[src/rtl/pinmux_handover_ctrl_pkg.sv]
// pinmux_handover_ctrl_pkg: shared pinmux constants and handover sequencer state type
package pinmux_handover_ctrl_pkg;
  localparam int PINMUX_NUM_SEL = 5;
  localparam int INOUT_PIN_NUM = 68;
  localparam int OUT_PIN_NUM = 32;
  typedef enum logic [1:0] {
    ST_IDLE   = 2'd0,
    ST_HOLD   = 2'd1,
    ST_COMMIT = 2'd2,
    ST_RESP   = 2'd3
  } pinmux_hctrl_state_e;
endpackage

[src/rtl/pinmux_handover_ctrl.sv]
// pinmux_handover_ctrl: glitch-free per-pin source-select change, pad tri-stated across the switch
module pinmux_handover_ctrl
  import pinmux_handover_ctrl_pkg::*;
#(
  parameter int NumPins     = INOUT_PIN_NUM,
  parameter int NumSel      = PINMUX_NUM_SEL,
  parameter int GuardCycles = 4,
  localparam int PinW       = $clog2(NumPins),
  localparam int SelW       = $clog2(NumSel)
) (
  input  logic                    clk_i,
  input  logic                    rst_ni,
  input  logic                    req_valid_i,
  output logic                    req_ready_o,
  input  logic [PinW-1:0]         req_pin_i,
  input  logic [SelW-1:0]         req_sel_i,
  output logic                    rsp_valid_o,
  output logic                    rsp_error_o,
  output logic [NumPins*SelW-1:0] pin_sel_o,
  output logic [NumPins-1:0]      pin_hold_o,
  output logic                    busy_o
);
  localparam int CntW = GuardCycles > 1 ? $clog2(GuardCycles) : 1;
  localparam logic [PinW:0] PinLim = (PinW+1)'(NumPins);
  localparam logic [SelW:0] SelLim = (SelW+1)'(NumSel);
  localparam logic [CntW-1:0] CntLoad = CntW'(GuardCycles - 1);
  if (GuardCycles < 1) begin : g_bad_guard
    $error("GuardCycles must be at least 1");
  end
  pinmux_hctrl_state_e        r_state;
  logic [PinW-1:0]            r_pin;
  logic [SelW-1:0]            r_sel;
  logic [CntW-1:0]            r_cnt;
  logic                       r_err;
  logic                       r_rsp_valid;
  logic [NumPins*SelW-1:0]    r_sel_q;
  logic [NumPins-1:0]         r_hold;
  logic                       w_accept;
  logic                       w_err;
  logic [SelW-1:0]            w_cur;
  assign w_accept = req_valid_i && r_state == ST_IDLE;
  assign w_err = {1'b0, req_pin_i} >= PinLim || {1'b0, req_sel_i} >= SelLim;
  assign w_cur = r_sel_q[int'(req_pin_i)*SelW +: SelW];
  always_ff @(posedge clk_i or negedge rst_ni) begin
    if (!rst_ni) begin
      r_state     <= ST_IDLE;
      r_pin       <= '0;
      r_sel       <= '0;
      r_cnt       <= '0;
      r_err       <= 1'b0;
      r_rsp_valid <= 1'b0;
      r_sel_q     <= '0;
      r_hold      <= '0;
    end else begin
      case (r_state)
        ST_IDLE: if (w_accept) begin
          // invalid or already-selected requests answer at once without touching the pad
          if (w_err || w_cur == req_sel_i) begin
            r_err       <= w_err;
            r_rsp_valid <= 1'b1;
            r_state     <= ST_RESP;
          end else begin
            r_pin             <= req_pin_i;
            r_sel             <= req_sel_i;
            r_hold[req_pin_i] <= 1'b1;
            r_cnt             <= CntLoad;
            r_state           <= ST_HOLD;
          end
        end
        ST_HOLD: if (r_cnt == '0) begin
          r_sel_q[int'(r_pin)*SelW +: SelW] <= r_sel;
          r_state                           <= ST_COMMIT;
        end else begin
          r_cnt <= r_cnt - 1'b1;
        end
        ST_COMMIT: begin
          r_hold      <= '0;
          r_rsp_valid <= 1'b1;
          r_state     <= ST_RESP;
        end
        default: begin
          r_rsp_valid <= 1'b0;
          r_err       <= 1'b0;
          r_state     <= ST_IDLE;
        end
      endcase
    end
  end
  assign req_ready_o = r_state == ST_IDLE;
  assign busy_o      = r_state != ST_IDLE;
  assign rsp_valid_o = r_rsp_valid;
  assign rsp_error_o = r_err;
  assign pin_sel_o   = r_sel_q;
  assign pin_hold_o  = r_hold;
endmodule

[config.mk]
export PLATFORM = sky130hd
export DESIGN_NAME = pinmux_handover_ctrl
export DESIGN_NICKNAME = d
export VERILOG_FILES = /design/src/rtl/pinmux_handover_ctrl_pkg.sv /design/src/rtl/pinmux_handover_ctrl.sv
export SDC_FILE = /design/constraint.sdc
export NUM_CORES = 1
export LEC_CHECK = 0
export CAP_MARGIN = 20
export CELL_PAD_IN_SITES_DETAIL_PLACEMENT = 1
export CELL_PAD_IN_SITES_GLOBAL_PLACEMENT = 1
export CORE_MARGIN = 2
export CORE_UTILIZATION = 44
export CTS_CLUSTER_DIAMETER = 80
export DETAILED_ROUTE_END_ITERATION = 8
export PLACE_DENSITY = 0.91
export SLEW_MARGIN = 20
export SYNTH_ARGS = -nofsm -noshare
export SYNTH_HDL_FRONTEND = slang
export SYNTH_SLANG_ARGS = --single-unit
[constraint.sdc]
create_clock -name clk_i -period 5.9 [get_ports clk_i]
set_clock_uncertainty 0.2 [all_clocks]
set_input_delay 0.885 -clock clk_i [delete_from_list [all_inputs] [get_ports clk_i]]
set_output_delay 0.885 -clock clk_i [all_outputs]
set_load 0.01 [all_outputs]
==> results.json <==
{
  "cts_setup_buffers": 0,
  "dr.pass1.iters": 5,
  "status": "finished clean",
  "dieArea_um2": 35100,
  "slew_headroom_pct": 20.5,
  "die_h_um": 187,
  "synth_top_area_share_pct": 48.7,
  "syn-instance-count": 1355,
  "switchingPower_mw": 2.21,
  "clk_pin_slew_ns": 0.06,
  "drt_first_iter_violations": 1575,
  "port_buffers": 288,
  "cts-root-buf": "clkbuf_16",
  "setup_viol": 0,
  "fin_area_um2": 18900,
  "synth_top_cell_by_area": "dfrtp_1",
  "finalHoldViolations": 0,
  "r2r-end": "pin_sel_o[58]",
  "ctsResizeCount": 0,
  "pwr-share-comb_pct": 27.4,
  "crit_fanout": 15,
  "cts_max_level": 1,
  "fin_crit_sh_pct": 80.9,
  "r2r_cells": 10,
  "grt_first_pass_wirelength_um": 94600,
  "numClockSinks": 288,
  "synth_seq_cells": 288,
  "ys_warn_count": 0,
  "path_class": "flop to flop",
  "rsz0062_at_grt": "no",
  "synth_enable_flop_cells": 0,
  "syn_area_per_cell_um2": 10.9,
  "placed_cell_area_um2": 17900,
  "hp-class": "input pin to async pin",
  "dieWidth_um": 187,
  "regToRegStartpoint": "r_pin[0]",
  "antenna_found_initial": 1,
  "crit_start": "r_pin[0]",
  "p_clk_share_pct": 34.0,
  "period_minus_slack_ns": 4.77,
  "crit_required_ns": 6.16,
  "place_congestion": 0.991,
  "grt_pass1_vias": 14400,
  "syn-num-nets": 1376,
  "leakage_nw": 8.04,
  "cts_tree": "done",
  "place.detailed.hpwl_um": 44600,
  "end_kind": "flop",
  "max_freq_ghz": 0.210,
  "vias": 13600,
  "async_flop_share_pct": 100,
  "drt-total-wl_um": 63400,
  "critical_path_arrival_ns": 5.03,
  "grtUsageTotal_pct": 35.3,
  "ys_seq_area_share_pct": 48.7,
  "drv_slew": 0,
  "regArea_um2": 7210,
  "netlist_area_um2": 14800,
  "core_um2": 33400,
  "synth_top_flop_cell": "dfrtp_1",
  "start_util_pct": 44.4,
  "internal_power_mw": 3.69,
  "area_growth_pct": 27.8,
  "grt_max_degree": 129,
  "multi_input_area_um2": 6950,
  "insertion_delay_ns": 0.58,
  "drt-vias-per-instance": 6.62,
  "startpoint_type": "flop",
  "power_frac_seq_pct": 38.6,
  "synth_cell_types": 84,
  "layout-drive-gt1-share_pct": 20.9,
  "peakVddDrop_uv": 222,
  "drc": 0,
  "p_sw_share_pct": 37.5,
  "grt-ovfl-total": 0,
  "cellPowerDensity_nw_per_um2": 312,
  "layout.nets": 1611,
  "cts_hold_buf": 0,
  "r2r_slack_ns": 1.13,
  "routedWlPerCell_um": 30.7,
  "fin_setup_tns_ns": 0,
  "synth_area_leaders": "dfrtp_1 49%, mux2_2 15%, a31oi_1 3.2%, mux2i_1 2.8%, nor2_1 2.6%",
  "worstSetupEndpoint": "pin_sel_o[58]",
  "cap_violations": 0,
  "fillerInstances": 3559,
  "num_rows": 67,
  "numCtsBuffers": 31,
  "io_pins": 289,
  "drtAntennaViolNets": 0,
  "clock_path_buffers": 3,
  "worst_pin_slew_ns": 1.19
}
==> cells in the final DEF, fill, tap and decap left out, types with 6 or more instances in the layout <==
cell / instances
nand2b_1: 10
a21oi_2: 20
nand2_1: 83
mux2i_1: 42
nor2b_1: 11
clkdlybuf4s50_1: 284
a221oi_1: 13
and3_1: 10
a22oi_1: 13
buf_4: 23
mux2_2: 193
o22ai_1: 7
inv_1: 22
clkbuf_8: 6
a31oi_1: 75
o31ai_1: 12
ha_1: 8
clkinv_2: 9
nor2_1: 103
dfrtp_1: 287
clkbuf_16: 31
or3_1: 12
nor3_1: 26
a21oi_1: 66
o21ai_0: 73
mux4_2: 12
o211ai_1: 27
nand3_1: 24
==> stage by stage <==
stage | util (%) | hold slack, ns | total power [mW] | worst slack [ns] | std cells
final | 56.7 | 0.176 | 5.91 | 1.13 | 2062
after CTS | 56.7 | 0.171 | 5.84 | 1.24 | 2061
after floorplan | - | 0.319 | 3.14 | 2.25 | 1355
after global placement | 53.6 | 0.289 | 3.77 | 0.770 | 2005
after global routing | 56.7 | 0.219 | 6.06 | 0.926 | 2062
after detailed placement | 53.6 | 0.321 | 3.85 | 0.669 | 2005
==> how the worst min path moves through the flow <==
stage                     cells past startpoint             end           start  slack, ns
final                                         1  pin_sel_o[177]          rst_ni       0.18
after global routing                          1  pin_hold_o[60]          rst_ni       0.22
after floorplan                               2        r_cnt[1]        r_cnt[1]       0.32
after CTS                                     1  pin_hold_o[65]          rst_ni       0.17
after global placement                        2  pin_sel_o[129]  pin_sel_o[129]       0.29
after detailed placement                      2  pin_sel_o[130]  pin_sel_o[130]       0.32
==> cell families (layout without fill, tap and decap cells) <==
| group | after synthesis | after routing | share of synthesized area, % |
|---|---|---|---|
| AO/OA/AOI/OAI | 362 | 362 | 16.4 |
| flip-flops | 288 | 288 | 48.7 |
| other | 0 | 1 | 0 |
| buffers and inverters | 133 | 391 | 4.63 |
| AND/OR/NAND/NOR | 310 | 310 | 9.77 |
| multiplexers | 249 | 249 | 19.5 |
| adder cells (fa/ha/maj) | 8 | 8 | 0.676 |
| XOR/XNOR | 5 | 5 | 0.296 |
==> layer usage <==
metal  global-route usage (%)  share of wire (%)  up-vias
met3                     8.01                 10      245
met1                     44.2                 37     6979
li1                         -                  -     5477
met5                        0                  0        -
met2                     57.7                 47      940
met4                     18.2                6.0        0
==> power by group through the flow <==
stage | clock network (mW) | registers [mW] | logic, mW
2_1_floorplan | 0 | 2.20 | 0.939
3_3_place_gp | 0 | 2.28 | 1.49
3_5_place_dp | 0 | 2.30 | 1.55
6_report | 2.01 | 2.28 | 1.62
4_1_cts | 2.01 | 2.27 | 1.56
5_1_grt | 2.08 | 2.29 | 1.69
==> flip-flops by register name, indices dropped and copies added, names as in the netlist <==
signal       cells
pin_sel_o      204
r_cnt            2
pin_hold_o      68
rsp_error_o      1
r_state          2
r_sel            3
rsp_valid_o      1
r_pin            7
==> area by class of cell <==
cell class,instances,area share (%)
multi-input cells,934,36.7
diodes,1,0.0132
repair buffers,313,16.4
clock inverters,14,0.806
flip-flops and latches,288,38.1
well taps,448,2.96
clock buffers,42,4.63
inverters,22,0.436
==> worst max-delay path, cell delays in order (launching register included) <==
cell	delay, ns
dfrtp_1	0.58
inv_1	0.26
ha_1	0.33
nand2b_1	0.19
or4_1	0.49
xor2_1	0.25
nand4_1	0.64
nor2_1	0.61
nand2_1	0.29
nor2_1	0.42
mux2_2	0.40
==> cells in the mapped netlist, drive strengths merged, types with 3 or more instances <==
library cell and n:
a31oi 76, a32o 3, nor2 106, nor3 29
a211oi 5, o2111ai 4, xor2 3, nand3 24
ha 8, buf 49, o31ai 12, nand4 3
nand2 83, inv 22, nor2b 11, or4 3
and2 6, clkbuf 62, o221ai 3, a22o 3
nand2b 10, o21ai 76, and3 10, or2 4
nor3b 3, mux4 12, o211ai 29, a21oi 86
mux2i 42, o2bb2ai 4, or3 12, a221oi 14
a22oi 13, mux2 195, dfrtp 288, o22ai 7
No activity file was read; power rests on OpenSTA's default activity.
